**src/rtl/text_buffer_write_ctrl.sv**
```systemverilog
`default_nettype none
// ============================================================================
//  Module   : text_buffer_write_ctrl
//  Purpose  : Sequencer between the UART RX FIFO and the VGA text-mode
//             character buffer. Pops received bytes, handles printable
//             characters and CR/LF/BS, keeps a row/column cursor, clears a
//             line on every row advance and the whole screen after reset,
//             and echoes accepted bytes into the UART TX FIFO.
//  Ports    : clk, reset_n          - clock, async active-low reset
//             rx_empty, rx_data     - RX FIFO status / show-ahead head byte
//             rx_rd                 - RX FIFO pop pulse
//             tx_full               - TX FIFO full
//             tx_wr, tx_data        - TX FIFO push pulse / echoed byte
//             buf_we, buf_addr,
//             buf_wdata             - character buffer write port
//             cur_row, cur_col      - cursor position
//             busy                  - low only while idle
//  Revision : 1.0 - initial release
// ============================================================================
module text_buffer_write_ctrl #(
    parameter int COLS   = 80,
    parameter int ROWS   = 30,
    parameter int ADDR_W = 12
) (
    input  logic              clk,
    input  logic              reset_n,
    input  logic              rx_empty,
    input  logic [7:0]        rx_data,
    output logic              rx_rd,
    input  logic              tx_full,
    output logic              tx_wr,
    output logic [7:0]        tx_data,
    output logic              buf_we,
    output logic [ADDR_W-1:0] buf_addr,
    output logic [7:0]        buf_wdata,
    output logic [4:0]        cur_row,
    output logic [6:0]        cur_col,
    output logic              busy
);

    localparam logic [ADDR_W-1:0] c_last_addr = ADDR_W'(ROWS * COLS - 1);
    localparam logic [6:0]        c_last_col  = 7'(COLS - 1);
    localparam logic [4:0]        c_last_row  = 5'(ROWS - 1);
    localparam logic [7:0]        c_space     = 8'h20;

    typedef enum logic [2:0] {
        ST_INIT   = 3'd0,
        ST_IDLE   = 3'd1,
        ST_DECODE = 3'd2,
        ST_CLEAR  = 3'd3,
        ST_ECHO   = 3'd4
    } state_t;

    state_t              r_state,     w_state_nxt;
    logic [7:0]          r_ch,        w_ch_nxt;
    logic [4:0]          r_row,       w_row_nxt;
    logic [6:0]          r_col,       w_col_nxt;
    logic [6:0]          r_clr_col,   w_clr_col_nxt;
    logic [ADDR_W-1:0]   r_init_addr, w_init_addr_nxt;
    logic                r_rx_rd,     w_rx_rd_nxt;
    logic                r_tx_wr,     w_tx_wr_nxt;
    logic [7:0]          r_tx_data,   w_tx_data_nxt;
    logic                r_buf_we,    w_buf_we_nxt;
    logic [ADDR_W-1:0]   r_buf_addr,  w_buf_addr_nxt;
    logic [7:0]          r_buf_wdata, w_buf_wdata_nxt;
    logic                r_busy;
    logic [4:0]          w_row_adv;

    function automatic logic [ADDR_W-1:0] f_addr(input logic [4:0] row,
                                                 input logic [6:0] col);
        f_addr = ADDR_W'(row) * ADDR_W'(COLS) + ADDR_W'(col);
    endfunction

    // The buffer does not scroll: advancing past the last row wraps to row 0.
    assign w_row_adv = (r_row == c_last_row) ? 5'd0 : r_row + 5'd1;

    always_ff @(posedge clk or negedge reset_n) begin
        if (!reset_n) begin
            r_state     <= ST_INIT;
            r_ch        <= 8'h00;
            r_row       <= 5'd0;
            r_col       <= 7'd0;
            r_clr_col   <= 7'd0;
            r_init_addr <= '0;
            r_rx_rd     <= 1'b0;
            r_tx_wr     <= 1'b0;
            r_tx_data   <= 8'h00;
            r_buf_we    <= 1'b0;
            r_buf_addr  <= '0;
            r_buf_wdata <= 8'h00;
            r_busy      <= 1'b1;
        end else begin
            r_state     <= w_state_nxt;
            r_ch        <= w_ch_nxt;
            r_row       <= w_row_nxt;
            r_col       <= w_col_nxt;
            r_clr_col   <= w_clr_col_nxt;
            r_init_addr <= w_init_addr_nxt;
            r_rx_rd     <= w_rx_rd_nxt;
            r_tx_wr     <= w_tx_wr_nxt;
            r_tx_data   <= w_tx_data_nxt;
            r_buf_we    <= w_buf_we_nxt;
            r_buf_addr  <= w_buf_addr_nxt;
            r_buf_wdata <= w_buf_wdata_nxt;
            // Follows the state one cycle late, so busy drops the cycle
            // after the last screen-clear write becomes visible.
            r_busy      <= (r_state != ST_IDLE);
        end
    end

    // Every output is computed one cycle ahead and registered, so the write
    // issued while in a state appears on the port in the following cycle.
    always_comb begin
        w_state_nxt     = r_state;
        w_ch_nxt        = r_ch;
        w_row_nxt       = r_row;
        w_col_nxt       = r_col;
        w_clr_col_nxt   = r_clr_col;
        w_init_addr_nxt = r_init_addr;
        w_rx_rd_nxt     = 1'b0;
        w_tx_wr_nxt     = 1'b0;
        w_tx_data_nxt   = r_tx_data;
        w_buf_we_nxt    = 1'b0;
        w_buf_addr_nxt  = r_buf_addr;
        w_buf_wdata_nxt = r_buf_wdata;

        case (r_state)
            ST_INIT: begin
                w_buf_we_nxt    = 1'b1;
                w_buf_addr_nxt  = r_init_addr;
                w_buf_wdata_nxt = c_space;
                if (r_init_addr == c_last_addr) begin
                    w_state_nxt = ST_IDLE;
                end else begin
                    w_init_addr_nxt = r_init_addr + 1'b1;
                end
            end

            ST_IDLE: begin
                if (!rx_empty) begin
                    w_rx_rd_nxt = 1'b1;
                    w_ch_nxt    = rx_data;
                    w_state_nxt = ST_DECODE;
                end
            end

            ST_DECODE: begin
                if (r_ch >= 8'h20 && r_ch <= 8'h7E) begin
                    w_buf_we_nxt    = 1'b1;
                    w_buf_addr_nxt  = f_addr(r_row, r_col);
                    w_buf_wdata_nxt = r_ch;
                    if (r_col < c_last_col) begin
                        w_col_nxt   = r_col + 7'd1;
                        w_state_nxt = ST_ECHO;
                    end else begin
                        // Character write occupies this cycle's output slot,
                        // so the line clear starts from column 0 in CLEAR.
                        w_col_nxt     = 7'd0;
                        w_row_nxt     = w_row_adv;
                        w_clr_col_nxt = 7'd0;
                        w_state_nxt   = ST_CLEAR;
                    end
                end else if (r_ch == 8'h0D) begin
                    w_col_nxt   = 7'd0;
                    w_state_nxt = ST_ECHO;
                end else if (r_ch == 8'h0A) begin
                    // The write slot is free here, so column 0 of the new
                    // row is cleared immediately and CLEAR resumes at 1.
                    w_row_nxt       = w_row_adv;
                    w_buf_we_nxt    = 1'b1;
                    w_buf_addr_nxt  = f_addr(w_row_adv, 7'd0);
                    w_buf_wdata_nxt = c_space;
                    w_clr_col_nxt   = 7'd1;
                    w_state_nxt     = ST_CLEAR;
                end else if (r_ch == 8'h08) begin
                    if (r_col != 7'd0) begin
                        w_col_nxt       = r_col - 7'd1;
                        w_buf_we_nxt    = 1'b1;
                        w_buf_addr_nxt  = f_addr(r_row, r_col - 7'd1);
                        w_buf_wdata_nxt = c_space;
                    end
                    w_state_nxt = ST_ECHO;
                end else begin
                    w_state_nxt = ST_IDLE;
                end
            end

            ST_CLEAR: begin
                w_buf_we_nxt    = 1'b1;
                w_buf_addr_nxt  = f_addr(r_row, r_clr_col);
                w_buf_wdata_nxt = c_space;
                if (r_clr_col == c_last_col) begin
                    w_state_nxt = ST_ECHO;
                end else begin
                    w_clr_col_nxt = r_clr_col + 7'd1;
                end
            end

            ST_ECHO: begin
                if (!tx_full) begin
                    w_tx_wr_nxt   = 1'b1;
                    w_tx_data_nxt = r_ch;
                    w_state_nxt   = ST_IDLE;
                end
            end

            default: begin
                w_state_nxt = ST_INIT;
            end
        endcase
    end

    assign rx_rd     = r_rx_rd;
    assign tx_wr     = r_tx_wr;
    assign tx_data   = r_tx_data;
    assign buf_we    = r_buf_we;
    assign buf_addr  = r_buf_addr;
    assign buf_wdata = r_buf_wdata;
    assign cur_row   = r_row;
    assign cur_col   = r_col;
    assign busy      = r_busy;

endmodule
`default_nettype wire

```
**config.mk**
```make
export PLATFORM = sky130hd
export DESIGN_NAME = text_buffer_write_ctrl
export DESIGN_NICKNAME = d
export VERILOG_FILES = /design/src/rtl/text_buffer_write_ctrl.sv
export SDC_FILE = /design/constraint.sdc
export NUM_CORES = 1
export LEC_CHECK = 0
export CORE_MARGIN = 3
export CORE_UTILIZATION = 25
export DETAILED_ROUTE_END_ITERATION = 12
export GPL_TIMING_DRIVEN = 1
export MAX_ROUTING_LAYER = met4
export PLACE_DENSITY_LB_ADDON = 0.25
export SYNTH_ARGS = -nofsm -noshare
export SYNTH_HDL_FRONTEND = slang
export SYNTH_SLANG_ARGS = --single-unit
```
**constraint.sdc**
```tcl
create_clock -name clk -period 3.2 [get_ports clk]
set_clock_uncertainty 0.2 [all_clocks]
set_input_delay 0.96 -clock clk [delete_from_list [all_inputs] [get_ports clk]]
set_output_delay 0.96 -clock clk [all_outputs]
set_load 0.01 [all_outputs]
```
**Word level (Yosys, flattened, before mapping)**

Index checks and enable logic that the tools add are counted.

- Word-level logic and storage cells: 121
- Output and inout port bits: 44
- Flip-flop bits (word level): 74
- Input bits: 12

- Bitwise logic cells: 3
- Muxes and demuxes: 49
- Equal/unequal tests: 24
- $add $sub $neg: 8
- $lt $le $gt $ge: 3
- Reductions and logical operators: 19
- Multipliers: 2

Operator list:

| cell | count |
|---|---|
| $mux 7 | 11 |
| $mux 12 | 5 |
| $mux 8 | 5 |
| $add 12x7->12 | 3 |
| $pmux 12 s3 | 1 |
| $mux 3 | 9 |
| $mux 5 | 5 |
| $eq 8x4->1 const B | 3 |
| $reduce_and 4->1 | 5 |
| $mul 5x3->8 const B | 2 |
| $pmux 8 s2 | 1 |
| $pmux 3 s5 | 1 |
| $add 7x1->7 const B | 2 |
| $ne 2x2->1 const B | 7 |
| $pmux 7 s2 | 1 |
| $add 12x1->12 const B | 1 |
| $eq 12x12->1 const B | 1 |
| $ne 3x3->1 const B | 4 |
| $mux 1 | 9 |
| $reduce_bool 3->1 | 3 |
| $ge 8x6->1 const B | 1 |
| $le 8x7->1 const B | 1 |
| $ne 4x4->1 const B | 2 |
| $eq 7x7->1 const B | 1 |
| 17 further kinds | 24 |

**Longest topological paths before layout**

- Word-level depth: 8
- Mapped depth: 13
- Mapped depth without buffers: 13

**Worst setup path before layout**

No wires, ideal clock.

- Kind: register to register
- From: register r_row[1] (netlist: cur_row[1])
- To: register r_buf_addr[11] (netlist: buf_addr[11])
- Data arrival time: 2831 ps
- Slack: 86 ps
- Setup time: 82 ps
- Path buffers: 1
- Period minus slack after synthesis: 3114 ps
- Stages on the path, launching flop included: 11
- Data required time: 2918 ps
- Cells stage by stage: dfrtp_1 -> ha_1 -> ha_1 -> fa_1 -> nand2_1 -> or2_2 -> clkbuf_1 -> o41ai_1 -> a21oi_1 -> o31a_1 -> o22ai_1

- Word-level cells in the longest chain between the ends: 8
- Elaborated cells between the ends (all ways): 14
- Classes of those cells: add/sub (4); mul (2); eq/ne (1); mux (7)

Ends and longest elaborated chain:

| what | RTL line | text |
|---|---|---|
| from (decl) | 56 | `logic [4:0] r_row, w_row_nxt;` |
| from (signal assigned) | 95 | `r_row <= w_row_nxt;` |
| $mul 5x3->8 | 71 | `f_addr = ADDR_W'(row) * ADDR_W'(COLS) + ADDR_W'(col);` |
| $add 12x7->12 | 71 |  |
| $mux 12 | 176 | `if (r_col != 7'd0) begin` |
| $mux 12 | 175 | `end else if (r_ch == 8'h08) begin` |
| $mux 12 | 166 | `end else if (r_ch == 8'h0A) begin` |
| $mux 12 | 163 | `end else if (r_ch == 8'h0D) begin` |
| $mux 12 | 148 | `if (r_ch >= 8'h20 && r_ch <= 8'h7E) begin` |
| $pmux 12 s3 * | 127 | `case (r_state)` |
| to (signal assigned) | 103 | `r_buf_addr <= w_buf_addr_nxt;` |
| to (decl) | 64 | `logic [ADDR_W-1:0] r_buf_addr, w_buf_addr_nxt;` |

Every way passes the cells marked *; elsewhere a longest branch is shown, timed or not. The select of a mux whose other input is x is not followed.
A chain may end at the register's enable or synchronous reset.

**Final worst setup path**

- From: register r_row[0] (netlist: cur_row[0])
- To: register r_buf_addr[9] (netlist: buf_addr[9])

- Elaborated cells between the ends (all ways): 14
- Classes of those cells: add/sub (4); mul (2); eq/ne (1); mux (7)

RTL lines:

| what | RTL line | text |
|---|---|---|
| $add 5x1->5 / $eq 5x5->1 (equally long branches) | 75 | `assign w_row_adv = (r_row == c_last_row) ? 5'd0 : r_row + 5'd1;` |
| $mux 5 * | 75 |  |
| net w_row_adv[3] | 67 | `logic [4:0] w_row_adv;` |
| $mul 5x3->8 * | 71 |  |
| $mux 12 * | 166 |  |
| $mux 12 * | 163 |  |
| $mux 12 * | 148 |  |
| $pmux 12 s3 * | 127 |  |

Mark *: on every way through the listed nets, which the timed path passes. The rest lies on a longest branch. The select of a mux whose other input is x is not followed.

==> impl_metrics.ini <==
[global_route]
antenna_found_initial = 0
use_met3_pct = 4.36
gr-total-overflow = 0
grt_pass1_vias = 4166
grt_usage_pct = 14.6
grt_max_degree = 52
grtUsageMet1_pct = 19.4
grt_pass1_wl_um = 22900
top_usage_layer = met2
use_met2_pct = 21.7

[synth]
ys_ff_latch = 74
syn-num-nets = 531
syn_area_per_cell_um2 = 9.73
synth_cell_types = 70
async_flop_share_pct = 100
syn_area_um2 = 4750
synth_edf_count = 0
synth_ff_type = dfrtp_1
synth_cells = 488
yosysWarnings = 0
synth-seq-area-share_pct = 39.0

[clock_network]
cts_tree = done
cts.path.max_buffers = 2
clockRootBuffer = clkbuf_16
htree_levels = 3
path_clk_slew_ns = 0.06
clk_latency_ns = 0.35
ctsHoldBuffers = 0
numCtsBuffers = 9
clock_sinks = 74

[placement]
dpl-instance-area_um2 = 5700
portBuffers = 55
dp_slack_ns = 0.106
detailed_place_hpwl_um = 10400
gp_congestion = 0.911
placed_cells = 777

[critical_path]
worstRegToRegCells = 9
required_ns = 3.25
r2r-end = buf_addr[9]$_DFFE_PN0P_
r2r_slack_ns = 0.08
crit_path_end_kind = register
cp.arrival_ns = 3.17
rr_startpoint = cur_row[0]$_DFFE_PN0P_
critical_path.max_fanout = 7
cp-start-kind = register
cp_slowest_stage_delay_ns = 0.47
crit_chain = ha_1 -> a22oi_1 -> o22a_1 -> mux2_2 -> ha_1 -> fa_1 -> xor2_1 -> o2111ai_1 -> a41oi_1
crit_top_cell = ha_1
cp_slowest_cell = dfrtp_1
critPathKind = register to register

[power_and_ir_drop]
vdd.ir_drop.worst_v = 0.000444
power_density_nw_per_um2 = 969
finalPower_mw = 5.85
p_leak_nw = 2.63

[drt]
vias = 4038
drtPass1Iterations = 5
drtAntennaViolNets = 0
viasPerCell = 5.09
drc = 0
drt-initial-drc-count = 252
drt-total-wl_um = 14000
wl_per_cell_um = 17.7

[layout]
fin_util_pct = 32.9
multi_input_area_um2 = 2740
fin_nets = 602
fin_cells = 793
diodes = 0
area_growth_pct = 27.0
design_area_um2 = 6030
num-fill-cells = 1881
drive_gt1_share_pct = 15.8
final-seq-area_um2 = 1850

[sta]
fin_ws_ns = 0.0835
clock.fmax_ghz = 0.321
post-route-min-period_ns = 3.12
worstMarginPinSlew_ns = 1.00
hold_viol = 0
slew_viol_final = 0
slew_headroom_pct = 32.6
grt_setup_unrepaired = yes
period_share_pct = 97.4
setup_viol = 0

[hold_path]
hp-class = register to register
hp-start = buf_wdata[7]$_DFFE_PN0P_
holdPathStages = 1
hold_path_end = buf_wdata[7]$_DFFE_PN0P_

[die]
dieArea_um2 = 20700
die_height_um = 144
fp.dieW_um = 144
start_util_pct = 25.9
pin_count = 56
core_um2 = 18300
rows = 49

[flow_run]
drv_cap = 0

[status]
status = completed
critical path: cells and delay by family, from the launching register on:
kind                       cells  cell delay [ns]
DFF                            1             0.47
muxes                          1             0.34
AOI/OAI and AO/OA              4             0.82
xor gates and xnor gates       1             0.28
adders and majority gates      3             0.92
cell usage in the layout, fill, tap and decap left out, types with 4 or more instances in the layout:
master / n
dfrtp_1: 73
clkdlybuf4s50_1: 54
nor2_1: 44
nand2_1: 34
a21oi_1: 32
buf_4: 32
ha_1: 26
mux2_2: 21
xnor2_1: 20
o21ai_0: 20
xor2_1: 14
nand3_1: 12
a22o_1: 11
inv_1: 10
clkbuf_16: 9
and3_1: 8
nor3_1: 7
a31oi_1: 7
o211ai_1: 6
o21a_1: 6
nand4_1: 5
o221ai_1: 5
a21o_1: 5
fa_1: 5
a22oi_1: 4
nor4_1: 4
and2_1: 4
a211oi_1: 4
o22ai_1: 4
Yosys cell counts, drive strengths merged, types with 4 or more instances:
| master | number | area (µm²) |
|---|---|---|
| a211oi | 5 | 42.5 |
| a21o | 5 | 37.5 |
| a21oi | 33 | 165 |
| a22o | 11 | 96.3 |
| a22oi | 4 | 30.0 |
| a31oi | 7 | 43.8 |
| and2 | 4 | 25.0 |
| and3 | 8 | 50.1 |
| buf | 9 | 63.8 |
| clkbuf | 18 | 67.6 |
| dfrtp | 73 | 1830 |
| fa | 5 | 100 |
| ha | 26 | 325 |
| inv | 11 | 43.8 |
| mux2 | 22 | 251 |
| nand2 | 34 | 128 |
| nand3 | 12 | 60.1 |
| nand4 | 5 | 31.3 |
| nor2 | 45 | 169 |
| nor2b | 5 | 31.3 |
| nor3 | 8 | 40.0 |
| nor4 | 4 | 25.0 |
| o211ai | 6 | 45.0 |
| o21a | 6 | 45.0 |
| o21ai | 20 | 100 |
| o221ai | 5 | 43.8 |
| o22a | 4 | 36.3 |
| o22ai | 4 | 25.0 |
| xnor2 | 20 | 175 |
| xor2 | 14 | 123 |
final cells by class:
class                   count  area share (%)
clock buffers              12            4.25
clock inverters             4           0.851
inverters                  12           0.788
multi-input cells         375            45.4
flip-flops and latches     74            30.7
well taps                 229            4.75
repair buffers             87            13.3
worst max-delay path by stage:
stage | start | end | cells after the start
2_1_floorplan | cur_row[1]$_DFFE_PN0P_ | buf_addr[11]$_DFFE_PN0P_ | 10
3_3_place_gp | cur_row[1]$_DFFE_PN0P_ | buf_addr[10]$_DFFE_PN0P_ | 12
3_5_place_dp | cur_col[1]$_DFFE_PN0P_ | buf_addr[7]$_DFFE_PN0P_ | 10
4_1_cts | cur_col[1]$_DFFE_PN0P_ | buf_addr[7]$_DFFE_PN0P_ | 10
5_1_grt | cur_row[1]$_DFFE_PN0P_ | buf_addr[10]$_DFFE_PN0P_ | 12
6_report | cur_row[0]$_DFFE_PN0P_ | buf_addr[9]$_DFFE_PN0P_ | 9
report_power, final:
part / switching, mW / internal, mW / leakage (nW)
Sequential: 0.391 / 1.30 / 0.945
Clock: 0.404 / 0.646 / 0.149
Combinational: 1.65 / 1.45 / 1.54
Total: 2.45 / 3.40 / 2.63
sequential cells by signal, summed over array words and instances, names as in the netlist, 5 cells and up:
register / count
r_init_addr: 12
tx_data: 8
buf_addr: 12
buf_wdata: 8
r_ch: 8
cur_row: 5
r_clr_col: 7
cur_col: 7
metal layers:
layer	part of all wire, %	routed length (µm)	vias up
met5	0	0	-
met4	1.8	249	0
met3	5.4	763	17
met2	44	6190	107
met1	49	6800	1959
li1	-	-	1955
repair_timing:
action                                  4_1_cts  5_1_grt
endpoints found under the setup margin        0        5
gates resized for setup                       0        6
buffers inserted                              0        0
through the flow:
stage          hold slack, ns  setup TNS [ns]
2_1_floorplan           0.255               0
3_3_place_gp            0.275               0
3_5_place_dp            0.274               0
4_1_cts                 0.302               0
5_1_grt                 0.312         -0.0115
6_report                0.296               0
kinds of logic (layout without fill, tap and decap cells):
| kind of cell | after synthesis | after routing | share of synthesized area [%] |
|---|---|---|---|
| AND/OR/NAND/NOR | 146 | 146 | 15.3 |
| multiplexers | 25 | 25 | 5.93 |
| buffers and inverters | 39 | 115 | 3.77 |
| AO/OA/AOI/OAI | 138 | 138 | 20.3 |
| adder cells (fa/ha/maj) | 31 | 31 | 8.96 |
| XOR/XNOR | 35 | 35 | 6.75 |
| flip-flops | 74 | 74 | 39.0 |
Note: power is estimated with default switching activity, not from simulation.
